==> src/rtl/axil_rd_chan_q.sv <==
// AXI4-Lite read-channel slave: credit-throttled AR, fixed-latency register-block
// issue pipe and an in-order response queue. Optional macro: AXIL_RD_RANGE_CHK_EN.

module axil_rd_chan_q_chk (
    input logic clk,
    input logic rst_n,
    input logic push,
    input logic full
);
    // a push into a full queue means the credit accounting is broken
    a_no_overflow: assert property (@(posedge clk) disable iff (!rst_n) !(push && full));
endmodule

module axil_rd_chan_q #(
    parameter int DW    = 32,
    parameter int AW    = 8,
    parameter int DEPTH = 4,
    parameter int RDLAT = 1
) (
    input  logic          iCLK,
    input  logic          iRSTN,
    input  logic [31:0]   iARADDR,
    input  logic          iARVALID,
    output logic          oARREADY,
    output logic [DW-1:0] oRDATA,
    output logic [1:0]    oRRESP,
    output logic          oRVALID,
    input  logic          iRREADY,
    output logic [AW-1:0] oPRADR,
    output logic          oPREN,
    input  logic [DW-1:0] iPRDAT,
    input  logic          iPERR
);
    localparam int CW = $clog2(DEPTH + 1);
    localparam int PW = $clog2(DEPTH);
    localparam logic [1:0] RESP_OKAY   = 2'b00;
    localparam logic [1:0] RESP_SLVERR = 2'b10;

    logic [CW-1:0]   cnt_r;
    logic [CW-1:0]   cnt_nxt_s;
    logic            ar_acc_s;
    logic            r_hs_s;
    logic            oor_s;
    logic [RDLAT:0]  st_v_r;
    logic [RDLAT:0]  st_err_r;
    logic [PW:0]     wptr_r;
    logic [PW:0]     rptr_r;
    logic [DW+1:0]   mem_r [DEPTH];
    logic            push_s;
    logic            empty_s;
    logic            full_s;
    logic [DW+1:0]   push_word_s;
    logic [DW+1:0]   head_s;

`ifdef AXIL_RD_RANGE_CHK_EN
    assign oor_s = |iARADDR[31:AW];
`else
    logic addr_hi_unused_s;
    assign addr_hi_unused_s = ^iARADDR[31:AW];
    assign oor_s = 1'b0;
`endif

    assign ar_acc_s = iARVALID & oARREADY;
    assign r_hs_s   = oRVALID & iRREADY;

    // credits: one per read between AR accept and R handshake
    always_comb begin
        cnt_nxt_s = cnt_r;
        if (ar_acc_s && !r_hs_s) begin
            cnt_nxt_s = cnt_r + CW'(1);
        end else if (!ar_acc_s && r_hs_s) begin
            cnt_nxt_s = cnt_r - CW'(1);
        end else begin
            cnt_nxt_s = cnt_r;
        end
    end

    // credit counter and registered address-ready
    always_ff @(posedge iCLK or negedge iRSTN) begin
        if (!iRSTN) begin
            cnt_r    <= {CW{1'b0}};
            oARREADY <= 1'b0;
        end else begin
            cnt_r    <= cnt_nxt_s;
            oARREADY <= (cnt_nxt_s < CW'(DEPTH));
        end
    end

    // issue stage strobe to the register block
    always_ff @(posedge iCLK or negedge iRSTN) begin
        if (!iRSTN) begin
            oPREN  <= 1'b0;
            oPRADR <= {AW{1'b0}};
        end else begin
            oPREN  <= ar_acc_s & ~oor_s;
            oPRADR <= (ar_acc_s && !oor_s) ? iARADDR[AW-1:0] : {AW{1'b0}};
        end
    end

    // stage 0 is the issue cycle; stage RDLAT is the cycle the read data is sampled
    always_ff @(posedge iCLK or negedge iRSTN) begin
        if (!iRSTN) begin
            st_v_r   <= {(RDLAT+1){1'b0}};
            st_err_r <= {(RDLAT+1){1'b0}};
        end else begin
            st_v_r[0]   <= ar_acc_s;
            st_err_r[0] <= ar_acc_s & oor_s;
            for (int i = 1; i <= RDLAT; i++) begin
                st_v_r[i]   <= st_v_r[i-1];
                st_err_r[i] <= st_err_r[i-1];
            end
        end
    end

    assign push_s      = st_v_r[RDLAT];
    assign push_word_s = st_err_r[RDLAT] ? {{DW{1'b0}}, RESP_SLVERR}
                                         : {iPRDAT, (iPERR ? RESP_SLVERR : RESP_OKAY)};
    assign empty_s     = (wptr_r == rptr_r);
    assign full_s      = (wptr_r[PW] != rptr_r[PW]) && (wptr_r[PW-1:0] == rptr_r[PW-1:0]);

    // response queue storage
    always_ff @(posedge iCLK) begin
        if (push_s) begin
            mem_r[wptr_r[PW-1:0]] <= push_word_s;
        end
    end

    // queue pointers; the extra MSB distinguishes full from empty
    always_ff @(posedge iCLK or negedge iRSTN) begin
        if (!iRSTN) begin
            wptr_r <= {(PW+1){1'b0}};
            rptr_r <= {(PW+1){1'b0}};
        end else begin
            wptr_r <= wptr_r + (PW+1)'(push_s);
            rptr_r <= rptr_r + (PW+1)'(r_hs_s);
        end
    end

    assign head_s  = mem_r[rptr_r[PW-1:0]];
    assign oRVALID = ~empty_s;
    assign oRDATA  = empty_s ? {DW{1'b0}} : head_s[DW+1:2];
    assign oRRESP  = empty_s ? RESP_OKAY : head_s[1:0];

    axil_rd_chan_q_chk u_chk (
        .clk   (iCLK),
        .rst_n (iRSTN),
        .push  (push_s),
        .full  (full_s)
    );

endmodule

==> config.mk <==
export PLATFORM = sky130hd
export DESIGN_NAME = axil_rd_chan_q
export DESIGN_NICKNAME = d
export VERILOG_FILES = /design/src/rtl/axil_rd_chan_q.sv
export SDC_FILE = /design/constraint.sdc
export NUM_CORES = 1
export LEC_CHECK = 0
export CAP_MARGIN = 20
export CORE_ASPECT_RATIO = 0.5
export CORE_UTILIZATION = 35
export DETAILED_ROUTE_END_ITERATION = 10
export GPL_TIMING_DRIVEN = 0
export PLACE_DENSITY = 0.69
export REMOVE_ABC_BUFFERS = 1
export SYNTH_ARGS = -nofsm -noshare
export SYNTH_HDL_FRONTEND = slang
export SYNTH_SLANG_ARGS = --single-unit
export TNS_END_PERCENT = 1
==> constraint.sdc <==
create_clock -name iCLK -period 3.65 [get_ports iCLK]
set_clock_uncertainty 0.15 [all_clocks]
set_input_delay 0.365 -clock iCLK [delete_from_list [all_inputs] [get_ports iCLK]]
set_output_delay 0.365 -clock iCLK [all_outputs]
set_load 0.02 [all_outputs]
; ---- After elaboration in Yosys (flattened, before gate mapping)
; Memory sizes are Yosys's and may differ from the RTL's.
; Index checks and enable logic that the tools add are counted.
[op_classes]
n_lt_le_gt_ge = 1
n_bitwise = 3
n_addsub = 4
mux = 8
eq_ne = 1
n_reduce_logical = 4
multipliers = 0
div = 0
shift = 0
[ops]
columns = cell, count
row1 = 32-bit 2-to-1 mux, 1
row2 = 8-bit 2-to-1 mux, 1
row3 = 3-bit by 1-bit adder with 3-bit output, 2
row4 = 3-bit 2-to-1 mux, 2
row5 = 2-bit 2-to-1 mux, 2
row6 = 3-bit by 1-bit adder with 3-bit output (second input constant), 1
row7 = 3-bit == test, 1
row8 = 3-bit < comparator (second input constant), 1
row9 = 3-bit by 1-bit subtractor with 3-bit output (second input constant), 1
row10 = 1-bit bitwise AND, 2
row11 = 1-bit logical AND, 2
row12 = 1-bit zero test, 2
row13 = 1-bit 2-to-1 mux, 2
row14 = 1-bit inverter, 1
[totals]
output_inout_bits = 45
rom_bits = 0
ramBits = 136
elab_cells = 29
latchBits = 0
mem_count = 1
input_bits = 69
regBits = 21
[mem_list]
columns = memory, words, width, rd, rd_ports_with_merged_regs, wr, line
row1 = mem_r, 4, 34, 1, 0, 1, 48  ; logic [DW+1:0] mem_r [DEPTH];

; ---- Depth between registers and ports, before layout
[logic_depth]
word_depth = 7
ltp_mapped = 8
ltp_nobuf = 6

; ---- Worst setup path after synthesis
; Ideal clock, no wire load.
[synth_path]
kind = reg2reg
start = register wptr_r[0]
end = memory mem_r[0][10] in the netlist's numbering, enable pin
synth_period_minus_slack_ns = 3.531
arrival_time_ns = 2.910
setup_time_ns = 0.471
n_path_buf = 0
required_time_ns = 3.029
path_slack_ns = 0.119
stages_incl_launch_ff = 2
cell_sequence = dfrtp_1 -> nor3b_1
[synth_lines]
columns = element, line
row1 = "start, declared", 46  ; logic [PW:0] wptr_r;
row2 = "start signal, assigned", 131  ; wptr_r <= {(PW+1){1'b0}};
row3 = "start signal, assigned", 134  ; wptr_r <= wptr_r + (PW+1)'(push_s);
row4 = "end, declared", 48
; Straight into the memory's write port.

; ---- Worst setup path after layout
[layout_path]
start = register rptr_r[1]
end = output oRVALID
[layout_via]
elab_chain_cells = 2
[layout_lines]
columns = element, line
row1 = "start, declared", 47  ; logic [PW:0] rptr_r;
row2 = "start signal, assigned", 132  ; rptr_r <= {(PW+1){1'b0}};
row3 = "start signal, assigned", 135  ; rptr_r <= rptr_r + (PW+1)'(r_hs_s);
row4 = 3-bit == test, 118  ; assign empty_s = (wptr_r == rptr_r);
row5 = 1-bit inverter, 140  ; assign oRVALID = ~empty_s;
row6 = "end, declared", 27  ; output logic oRVALID,
; No other way between the ends.

==> results_dict.tcl <==
set metrics [dict create \
    grt_max_degree 35 \
    power.internal_mw 4.541 \
    grt_pass1_vias 3164 \
    worst_slew_pin_slew_ns 0.8858 \
    drt-pass1-iter-count 4 \
    setup_viol 0 \
    startpoint_type "flip-flop" \
    peakVddDrop_v 0.0003499 \
    synthTopCellsByCount "edfxtp_1 (132), nor2b_1 (33), mux4_2 (32), dfrtp_1 (20), and3_1 (11)" \
    path_clk_slew_ns 0.06 \
    slew_headroom 0.4095 \
    post_synth.cell_area_avg_um2 21.16 \
    drv_cap 0 \
    synth_top_cells_by_area "edfxtp_1 (68%), mux4_2 (12%), dfrtp_1 (8.6%)" \
    drc_errors 0 \
    async_flop_share 0.1316 \
    root_buffer "clkbuf_16" \
    hold_viol 0 \
    critPathKind "flip-flop to primary output" \
    cts_buffer_depth 2 \
    synth_top_area_share 0.6788 \
    min_path_type "flip-flop to flip-flop" \
    fmax_ghz 0.2990 \
    insertion_delay_ns 0.40 \
    arrival_ns 2.83 \
    switching_share 0.3282 \
    synth_cell_types 25 \
    cp.required_ns 3.13 \
    yosysTopAreaCell "edfxtp_1" \
    diodes 0 \
    drv_slew 0 \
    dp_hpwl_mm 6.421 \
    io-pin-count 114 \
    cts.sinks 152 \
    outcome "finished clean" \
    total_power_mw 6.759 \
    ys_warn_count 0 \
    rsz0062_at_grt "no" \
    fin_crit_ns 3.344 \
    power.switching_mw 2.219 \
    post_cts_buffers 0 \
    grt_remaining_overflow 0 \
    cts_inserted_buffers 17 \
    worstSetupEndpointType "primary output" \
    wire_per_inst_um 17.11 \
    cts_htree_levels 4 \
    syn2layout_area_growth_pct 30.66 \
    place.gp.congestion 0.6709 \
    period_share 0.9162 \
    cts_tree "built" \
    ant_nets 0 \
    coreArea_mm2 0.01586 \
    holdWs_ns 0.2482 \
    drive_above_1_share 0.2051 \
    fp.dieH_um 93.34 \
    grt_usage 0.1348 \
    synthCells 276 \
    vias_per_cell 4.628 \
    port_buffers 88 \
    synth_seq_cells 152 \
    antenna_found_initial 0 \
    worstPathMaxFanout 34 \
    die_x_um 184.7 \
    via_count 2828 \
    p_comb_frac 0.403 \
    drt-initial-drc-count 147 \
    synth_edf_count 132 \
    seqPwrFrac 0.352 \
    fin_ws_ns 0.3060 \
    nets 451 \
    synth.most_common_cell "edfxtp_1" \
    die_area_mm2 0.01724 \
    ys.flop_type "edfxtp_1" \
    routed_wl_mm 10.46 \
    synth_seq_area_share 0.7645 \
    ctsHoldBuffers 0 \
    mappedNetlistArea_mm2 0.005839 \
    start_util 0.3683 \
    pwr_density_cell_mw_per_mm2 885.9 \
    fp-row-count 32 \
    place_ws_ns 0.6686 \
    grt_pass1_wl_mm 16.97 \
    cts_resized 0 \
    p_leak_nw 2.637 \
    p_clk_frac 0.245 \
]
## per-stage QoR
step / cell area [µm²] / instances / TNS, ns / utilization
floorplan: 5764 / 263 / 0 / -
finish: 7630 / 611 / 0 / 0.4812
CTS: 7630 / 611 / 0 / 0.4812
detailed placement: 7062 / 579 / 0 / 0.4454
global placement: 6922 / 572 / -111.36 / 0.4366
global route: 7630 / 611 / 0 / 0.4812
## metal layers
layer	up-vias	GRT usage	part of all wire
met2	54	0.2330	0.52
li1	1288	-	-
met5	-	0	0
met1	1476	0.1653	0.43
met3	10	0.03193	0.038
met4	0	0.05165	0.011
## worst max-delay path, stage by stage, from the launching register on
cell	delay [ns]
dfrtp_2	0.44
buf_12	0.20
xnor2_1	0.26
and3_2	0.77
inv_1	0.17
clkdlybuf4s50_1	0.58
## worst paths after layout
kind                                     start                    to  slack, ns  cells past startpoint
hold reg to reg            st_v_r[0]$_DFF_PN0_   st_v_r[1]$_DFF_PN0_       0.25                      0
setup reg to reg           rptr_r[1]$_DFF_PN0_   rptr_r[2]$_DFF_PN0_       0.99                      7
setup / recovery           rptr_r[1]$_DFF_PN0_               oRVALID       0.31                      5
max in group asynchronous                iRSTN   rptr_r[1]$_DFF_PN0_       2.48                      1
min in group asynchronous                iRSTN  cnt_r[1]$_DFFE_PN0P_       0.29                      1
hold / removal             st_v_r[0]$_DFF_PN0_   st_v_r[1]$_DFF_PN0_       0.25                      0
## cell families (layout without fill, tap and decap cells)
| group | Yosys count | after routing | synth area share |
|---|---|---|---|
| compound gates | 2 | 2 | 0.003857 |
| xor+xnor | 10 | 10 | 0.01629 |
| fa+ha+maj | 5 | 5 | 0.01071 |
| buf+inv | 18 | 132 | 0.01607 |
| flops | 152 | 152 | 0.7645 |
| mux | 36 | 36 | 0.1339 |
| other cells | 1 | 1 | 0.0006422 |
| simple gates | 52 | 52 | 0.05400 |
## cell type report
type | instances | area [µm²]
multi-input combinational | 106 | 1297
tap | 221 | 276.5
clock inverter | 15 | 142.6
timing repair buffer | 95 | 1002
sequential | 152 | 4467
fill | 1326 | 8225
clock buffer | 17 | 425.4
inverter | 5 | 18.77
## flip-flops by register name, indices dropped and copies added, names as in the netlist, named ones only
signal	cells
rptr_r	3
st_v_r	2
cnt_r	2
wptr_r	3
oPRADR	8
oARREADY	1
mem_r	132
## power by group through the flow
| stage | Clock (mW) | Combinational (mW) | Sequential [mW] |
|---|---|---|---|
| after floorplan | 0 | 1.44 | 2.51 |
| after global placement | 0 | 2.53 | 2.59 |
| after detailed placement | 0 | 2.78 | 2.42 |
| after CTS | 1.69 | 2.79 | 2.39 |
| after global routing | 1.76 | 2.93 | 2.42 |
| final | 1.65 | 2.73 | 2.38 |
## placed cells by master (no fill, tap or decap), types with 3 or more instances in the layout
cell | synthesis | layout
inv_6 | 0 | 4
ha_1 | 5 | 5
nor2b_1 | 33 | 33
xor2_1 | 3 | 3
edfxtp_1 | 132 | 132
buf_6 | 1 | 3
nand2_1 | 4 | 4
mux4_2 | 32 | 32
buf_12 | 0 | 3
clkbuf_16 | 0 | 17
clkdlybuf4s50_1 | 0 | 88
and3_1 | 11 | 9
xnor2_1 | 6 | 6
inv_1 | 5 | 5
dfrtp_1 | 20 | 18
clkinv_4 | 0 | 3
Power figures use the tool's default switching activity.
